### src/rtl/dmem_pkg.sv
// Shared types and widths for the data-memory arbiter.
// No logic; FSM state encoding and default geometry only.
// Imported by dmem_arbiter and rr_arb2.
package dmem_pkg;
    localparam int DATA_W     = 32;
    localparam int ADDR_W_DEF = 8;

    typedef enum logic {
        IDLE   = 1'b0,
        ACCESS = 1'b1
    } state_t;
endpackage

### src/rtl/rr_arb2.sv
// Two-requester round-robin grant with lock-based hold, capped at MAX_HOLD consecutive grants.
// Latency: gnt is combinational from req/lock; ownership and hold count update on take.
// Backpressure: none; the caller pulses take only when it accepts the grant.
module rr_arb2 import dmem_pkg::*; #(
    parameter int MAX_HOLD = 4
) (
    input  logic       clk,
    input  logic       rst_n,
    input  logic [1:0] req,
    input  logic [1:0] lock,
    input  logic       take,
    output logic       gnt
);
    localparam int             CW       = $clog2(MAX_HOLD + 1);
    localparam logic [CW-1:0]  HOLD_LIM = CW'(MAX_HOLD - 1);

    logic          last;
    logic [CW-1:0] hold_cnt;
    logic          retain;

    // hold_cnt counts grants kept beyond the first one of the current ownership run
    always_comb begin
        retain = req[last] && lock[last] && (hold_cnt < HOLD_LIM);
        gnt    = last;
        case (req)
            2'b01:   gnt = 1'b0;
            2'b10:   gnt = 1'b1;
            2'b11:   gnt = retain ? last : ~last;
            default: gnt = last;
        endcase
    end

    always_ff @(posedge clk) begin
        if (!rst_n) begin
            last     <= 1'b1;
            hold_cnt <= '0;
        end else if (take) begin
            last <= gnt;
            if (gnt == last && lock[gnt]) begin
                if (hold_cnt < HOLD_LIM) hold_cnt <= hold_cnt + CW'(1);
            end else begin
                hold_cnt <= '0;
            end
        end
    end
endmodule

### src/rtl/dmem_arbiter.sv
// Two-port arbiter in front of a single-ported data memory with range checking.
// Latency: req sampled in cycle N -> ack/err/rdata in cycle N+2; one access per two cycles.
// Backpressure: requester holds req and operands until ack; losers simply wait.
module dmem_arbiter import dmem_pkg::*; #(
    parameter int ADDR_W   = ADDR_W_DEF,
    parameter int MAX_HOLD = 4
) (
    input  logic              clk,
    input  logic              rst_n,
    input  logic              p0_req,
    input  logic              p0_we,
    input  logic              p0_lock,
    input  logic [DATA_W-1:0] p0_addr,
    input  logic [DATA_W-1:0] p0_wdata,
    output logic              p0_ack,
    output logic              p0_err,
    output logic [DATA_W-1:0] p0_rdata,
    input  logic              p1_req,
    input  logic              p1_we,
    input  logic              p1_lock,
    input  logic [DATA_W-1:0] p1_addr,
    input  logic [DATA_W-1:0] p1_wdata,
    output logic              p1_ack,
    output logic              p1_err,
    output logic [DATA_W-1:0] p1_rdata,
    output logic              mem_wr_en,
    output logic [DATA_W-1:0] mem_addr,
    output logic [DATA_W-1:0] mem_data_in,
    input  logic [DATA_W-1:0] mem_data_out
);
    state_t            state, state_nxt;
    logic              gnt_q, we_q, arb_gnt, take, in_range;
    logic [DATA_W-1:0] addr_q, wdata_q, rsp_data;

    assign take     = (state == IDLE) && (p0_req || p1_req);
    assign in_range = (addr_q >> ADDR_W) == '0;
    assign rsp_data = (we_q || !in_range) ? '0 : mem_data_out;

    rr_arb2 #(.MAX_HOLD(MAX_HOLD)) u_arb (
        .clk   (clk),
        .rst_n (rst_n),
        .req   ({p1_req, p0_req}),
        .lock  ({p1_lock, p0_lock}),
        .take  (take),
        .gnt   (arb_gnt)
    );

    always_ff @(posedge clk) begin
        if (!rst_n) state <= IDLE;
        else        state <= state_nxt;
    end

    // rst_n gates the write strobe so an ACCESS cut short by reset never commits
    always_comb begin
        state_nxt   = state;
        mem_wr_en   = 1'b0;
        mem_addr    = '0;
        mem_data_in = '0;
        case (state)
            IDLE: if (take) state_nxt = ACCESS;
            ACCESS: begin
                state_nxt   = IDLE;
                mem_addr    = addr_q;
                mem_data_in = wdata_q;
                mem_wr_en   = we_q && in_range && rst_n;
            end
            default: state_nxt = IDLE;
        endcase
    end

    always_ff @(posedge clk) begin
        if (!rst_n) begin
            gnt_q    <= 1'b1;
            we_q     <= 1'b0;
            addr_q   <= '0;
            wdata_q  <= '0;
            p0_ack   <= 1'b0;
            p0_err   <= 1'b0;
            p0_rdata <= '0;
            p1_ack   <= 1'b0;
            p1_err   <= 1'b0;
            p1_rdata <= '0;
        end else begin
            p0_ack <= 1'b0;
            p0_err <= 1'b0;
            p1_ack <= 1'b0;
            p1_err <= 1'b0;
            if (take) begin
                gnt_q   <= arb_gnt;
                we_q    <= arb_gnt ? p1_we    : p0_we;
                addr_q  <= arb_gnt ? p1_addr  : p0_addr;
                wdata_q <= arb_gnt ? p1_wdata : p0_wdata;
            end
            if (state == ACCESS) begin
                if (gnt_q) begin
                    p1_ack   <= 1'b1;
                    p1_err   <= !in_range;
                    p1_rdata <= rsp_data;
                end else begin
                    p0_ack   <= 1'b1;
                    p0_err   <= !in_range;
                    p0_rdata <= rsp_data;
                end
            end
        end
    end
endmodule
### config.mk
export PLATFORM = sky130hd
export DESIGN_NAME = dmem_arbiter
export DESIGN_NICKNAME = d
export VERILOG_FILES = /design/src/rtl/dmem_pkg.sv /design/src/rtl/rr_arb2.sv /design/src/rtl/dmem_arbiter.sv
export SDC_FILE = /design/constraint.sdc
export NUM_CORES = 1
export LEC_CHECK = 0
export BUFFER_PORTS_ARGS = -buffer_cell sky130_fd_sc_hd__buf_4
export CAP_MARGIN = 25
export CORE_MARGIN = 1
export CORE_UTILIZATION = 45
export CTS_CLUSTER_DIAMETER = 200
export DETAILED_ROUTE_END_ITERATION = 10
export GPL_TIMING_DRIVEN = 0
export HOLD_SLACK_MARGIN = 0.02
export PLACE_DENSITY = 0.83
export SLEW_MARGIN = 15
export SYNTH_ARGS = -nofsm -noshare
export SYNTH_HDL_FRONTEND = slang
export SYNTH_SLANG_ARGS = --single-unit
export TNS_END_PERCENT = 100
### constraint.sdc
create_clock -name clk -period 1.8 [get_ports clk]
set_input_delay 0.36 -clock clk [delete_from_list [all_inputs] [get_ports clk]]
set_output_delay 0.36 -clock clk [all_outputs]
set_load 0.02 [all_outputs]
# Yosys cells after proc, flatten, opt, wreduce, memory -nomap -nowiden
# Index checks and enable logic that the tools add are counted.
totals:
  ff_bits: 138
  latchBits: 0
  mem_bits_rw: 0
  romBits: 0
  inputBits: 168
  output_inout_bits: 133
  mem_count: 0
classes:
  add_sub_neg: 1
  multipliers: 0
  div_mod_pow: 0
  order_cmp: 3
  eq_ne: 5
  shift: 0
  n_mux: 21
  bitwise: 3
  n_reduce_logical: 16
ops:
  columns: ["cell", "n"]
  rows:
  - ["two-way mux 32 bit", 5]
  - ["logical NOT 32 bit", 1]
  - ["two-way mux 1 bit", 12]
  - ["AND reduction 2 bit", 4]
  - ["logical AND 1 bit", 6]
  - ["two-way mux 3 bit", 2]
  - ["equality test 2 bit (second input constant)", 2]
  - ["< comparator 1 x 2 -> 1 bit (second input constant)", 2]
  - ["adder 3 x 1 -> 3 bit (second input constant)", 1]
  - ["< comparator 3 x 2 -> 1 bit (second input constant)", 1]
  - ["NOT 1 bit", 3]
  - ["case mux 1 bit (3 select lines)", 1]
  - ["AND reduction 3 bit", 1]
  - ["OR reduction 3 bit", 1]
  - ["equality test 2 x 1 -> 1 bit (second input constant)", 1]
  - ["logical OR 1 bit", 2]
  - ["!= test 2 bit (second input constant)", 1]
  - ["case mux 1 bit (2 select lines)", 1]
  - ["equality test 1 bit", 1]
  - ["logical NOT 1 bit", 1]

# Logic depth before layout (Yosys ltp)
depth:
  ltp_word: 11
  mapped_depth: 7
  mapped_depth_nobuf: 4

# By module
# A second synthesis with hierarchy kept.
unflattened:
  hier_cells: 716
  hier_area_um2: 6620.1
modules_own_cells:
  columns: ["mod", "n_inst", "cells_per_inst", "area_per_inst_um2", "seq_area_each_um2"]
  rows:
  - ["dmem_arbiter", 1, 682, 6344.8, 2702.6]
  - ["rr_arb2", 1, 34, 275.3, 80.1]

# Worst setup path after synthesis
# No wires, ideal clock.
synth_timing:
  kind: "register to output"
  startpoint: "register state"
  endpoint: "output mem_data_in[10]"
  arrival_ps: 1276
  required_time_ps: 1440
  setup_slack_ps: 164
  path_stages_with_launch: 5
  path_buffers: 3
  cell_sequence: "dfxtp_1 -> clkbuf_1 -> clkbuf_1 -> clkbuf_1 -> and2_1"
synth_between:
  elab_chain_len: 1
synth_rtl:
  columns: ["item", "line_no", "rtl"]
  rows:
  - ["from (decl)", "dmem_arbiter.sv:31", "state_t state, state_nxt;"]
  - ["from (signal assigned)", "dmem_arbiter.sv:50", "else state <= state_nxt;"]
  - ["two-way mux 32 bit", "dmem_arbiter.sv:59", "case (state)"]
  - ["to (decl)", "dmem_arbiter.sv:28", "output logic [DATA_W-1:0] mem_data_in,"]
# No other way between the ends.

# Final worst setup path
layout_timing:
  startpoint: "register addr_q[10]"
  endpoint: "output mem_wr_en"
layout_between:
  elab_chain_len: 4
layout_rtl:
  columns: ["item", "line_no", "rtl"]
  rows:
  - ["from (decl)", "dmem_arbiter.sv:33", "logic [DATA_W-1:0] addr_q, wdata_q, rsp_data;"]
  - ["from (signal assigned)", "dmem_arbiter.sv:91", "addr_q <= arb_gnt ? p1_addr : p0_addr;"]
  - ["logical NOT 32 bit", "dmem_arbiter.sv:36", "assign in_range = (addr_q >> ADDR_W) == '0;"]
  - ["logical AND 1 bit (2 in a row)", "dmem_arbiter.sv:65", "mem_wr_en = we_q && in_range && rst_n;"]
  - ["two-way mux 1 bit", "dmem_arbiter.sv:59", null]
  - ["to (decl)", "dmem_arbiter.sv:26", "output logic mem_wr_en,"]
# No other way between the ends.

==> metrics.yaml <==
final.fill_count: 1103
clock-root-buffer: "clkbuf_16"
clock_path_buffers: 2
buf_inv_stages_crit_path: 1
yosysWarnings: 0
power.switching_fraction: 0.2849
post-route-drc-count: 0
synth_cell_type_count: 37
area_of_the_multi_input_gates_sq_um: 3421
crit_family: "simple AND/OR/NAND/NOR gates"
critPathKind: "flop to primary output"
synth_top_area_frac: 0.4281
yosysTopAreaCell: "dfxtp_1"
cts_made_buffers: 17
floorplan.rows: 43
synth_area_leaders: "dfxtp_1, nand3_1, o21ai_0"
synthToLayoutAreaGrowth_pct: 56.55
period_share: 1.182
timing.final.max_slew_violations: 0
mostFrequentLayoutCell: "buf_4"
gp_congestion: 0.9206
maxCapViolations: 0
initial_cell_density_of_the_core: 0.4631
drt.antenna.violating_nets: 0
power.density_nw_per_um2: 830.5
placed_cell_area_sq_um: 8924
design.core.area_sq_um: 13930
crit_path_cell_trace: "nor4_4 -> nand4_1 -> nor2_2 -> and4_1 -> buf_6"
layout_min_cycle_time_ns: 2.127
postLayoutCellArea_sq_um: 10100
synthCells: 803
final_hold_slack_ns: 0.2110
critical_path.startpoint_type: "flop"
crit_start: "addr_q[10]$_SDFFE_PN0P_"
total_power_mw: 8.391
ctsHtreeMaxLevel: 4
combinationalPowerShare: 0.199
ioPinCount: 301
relSlewSlack: 0.5217
share_clk_of_total_power: 0.402
clock_sinks: 138
layout-drive-gt1-share: 0.4368
fin_ws_ns: -0.3271
fp.dieH_um: 121.8
die_width_um: 121.8
yosys_register_bits: 138
routed_wire_length_mm: 24.84
seq_area_frac_synth: 0.4281
worstMarginPinSlew_ns: 0.7175
grt_start_max_net_pins: 17
run_status: "finished, violations left"
grt-ovfl-total: 0
critical_path_required_ns: 1.44
global_route_usage_over_all_layers: 0.3336
critical_path.slowest_cell: "dfxtp_2"
port-buffer-count: 299
critPathMaxStageDelay_ns: 0.33
tritoncts_clock_tree: "built"
worst_clock_skew_ns: 0.01032
final_hold_viol_count: 0
reg2reg_from: "addr_q[10]$_SDFFE_PN0P_"
dr_total_vias: 7708
clkLatencyLatePin_ns: 0.42
antenna_found_initial: 2
postSynthNetCount: 972
final_net_count: 1304
drt-vias-per-instance: 5.800
die-area_sq_um: 14820
leakagePower_nw: 4.312
clkSlewWorstSetupHoldPaths_ns: 0.06
post_drt_wl_per_cell_um: 18.69
postSynth.topFlopCell: "dfxtp_1"
first_global_vias: 7440
drt_pass_1_iters: 5
detailedPlacementHpwl_mm: 17.63
violated_checks: "negative setup slack"
detail_route.iter0.violations: 546
final.setup.tns_ns: -0.5972
ys_async_sr_fraction: 0
netsw_mw: 2.391
holdCritStartpoint: "mem_data_out[15]"
synth-edff-count: 0
timing.critical_path.fanout_max: 2
worst_ir_drop_vdd_mv: 0.6825
syn-mean-instance-area_sq_um: 8.037
post-place-ws_ns: -0.3516
seq_power_share: 0.400
timing.fmax_mhz: 470.1
worst-endpoint-arrival_ns: 1.77
hold_class: "input pin to flop"
cell_internal_pwr_mw: 6.000
cp-end-kind: "primary output"
syn_area_sq_um: 6454
grt_setup_unrepaired: "true"
grt_first_pass_wirelength_mm: 38.18
setup_viol: 17
layout.cells.most_common_list: "buf_4, nand3_1, o21ai_0, dfxtp_1, a31oi_1"
final-seq-area_sq_um: 2770
-- kinds of logic after synthesis --
logic type | synth area share
buf+inv | 0.06631
flops | 0.4281
compound gates | 0.2604
simple gates | 0.2433
fa+ha+maj | 0.001938
-- per-stage QoR --
step / util / std cells
6_report: 0.7251 / 1329
5_1_grt: 0.7251 / 1329
4_1_cts: 0.7221 / 1332
3_5_place_dp: 0.6404 / 1282
3_3_place_gp: 0.6404 / 1282
2_1_floorplan: - / 803
-- path summary, 6_finish.rpt --
path	cells past startpoint	slack [ns]	to
max	5	-0.33	mem_wr_en
min reg2reg	2	0.46	p1_rdata[1]$_SDFFE_PN0P_
min	3	0.21	p1_rdata[15]$_SDFFE_PN0P_
max reg2reg	6	0.08	p0_rdata[2]$_SDFFE_PN0P_
-- cell usage after synthesis, types with 3 or more instances --
library cell	n
a31oi_1	66
and2_1	65
nand3_1	195
o21ai_0	138
buf_1	7
buf_2	9
nor2b_1	3
buf_6	7
o21ai_2	51
clkbuf_1	71
dfxtp_1	138
nor4_1	6
o21ai_1	9
nand2_1	8
-- sequential cells by signal (all words and copies together) (netlist names) --
name / cells
addr_q: 32
p0_ack: 1
p0_err: 1
p0_rdata: 32
p1_ack: 1
p1_err: 1
p1_rdata: 32
state: 1
u_arb.hold_cnt: 3
u_arb.last: 1
wdata_q: 32
we_q: 1
-- worst min-delay path, stage by stage --
cell	delay (ns)
buf_4	0.11
nand3_1	0.06
o21ai_1	0.05
-- area by class of cell --
class,instances,share of cell area
inverters,1,0.0003715
diodes,2,0.0004954
clock inverters,10,0.009288
repair buffers,313,0.2504
clock buffers,21,0.04656
flip-flops and latches,138,0.2742
multi-input cells,569,0.3386
plain buffers,95,0.05783
well taps,180,0.02229
-- power groups by stage --
stage               Combinational, mW  Sequential (mW)  Clock (mW)
global route                     1.80             3.37        3.50
CTS                              1.61             3.34        3.38
floorplan                       0.799             3.36           0
finish                           1.67             3.35        3.37
global placement                 1.43             3.38           0
detailed placement               1.45             3.39           0
-- layer usage --
| layer | up-vias | GRT usage | routed length, um |
|---|---|---|---|
| met4 | 0 | 0.1682 | 1039 |
| met5 | - | 0 | 0 |
| met2 | 408 | 0.5734 | 12290 |
| met1 | 3616 | 0.3768 | 9417 |
| met3 | 75 | 0.09176 | 2087 |
| li1 | 3609 | - | - |
-- repair_timing --
item                       4_1_cts  5_1_grt
resized for setup              128       52
setup buffers                   15        2
setup endpoints to repair      192      184
pin swaps                       36        3
gates cloned                     4        0
hold buffers                     0        0
(Power assumes the default switching activity.)
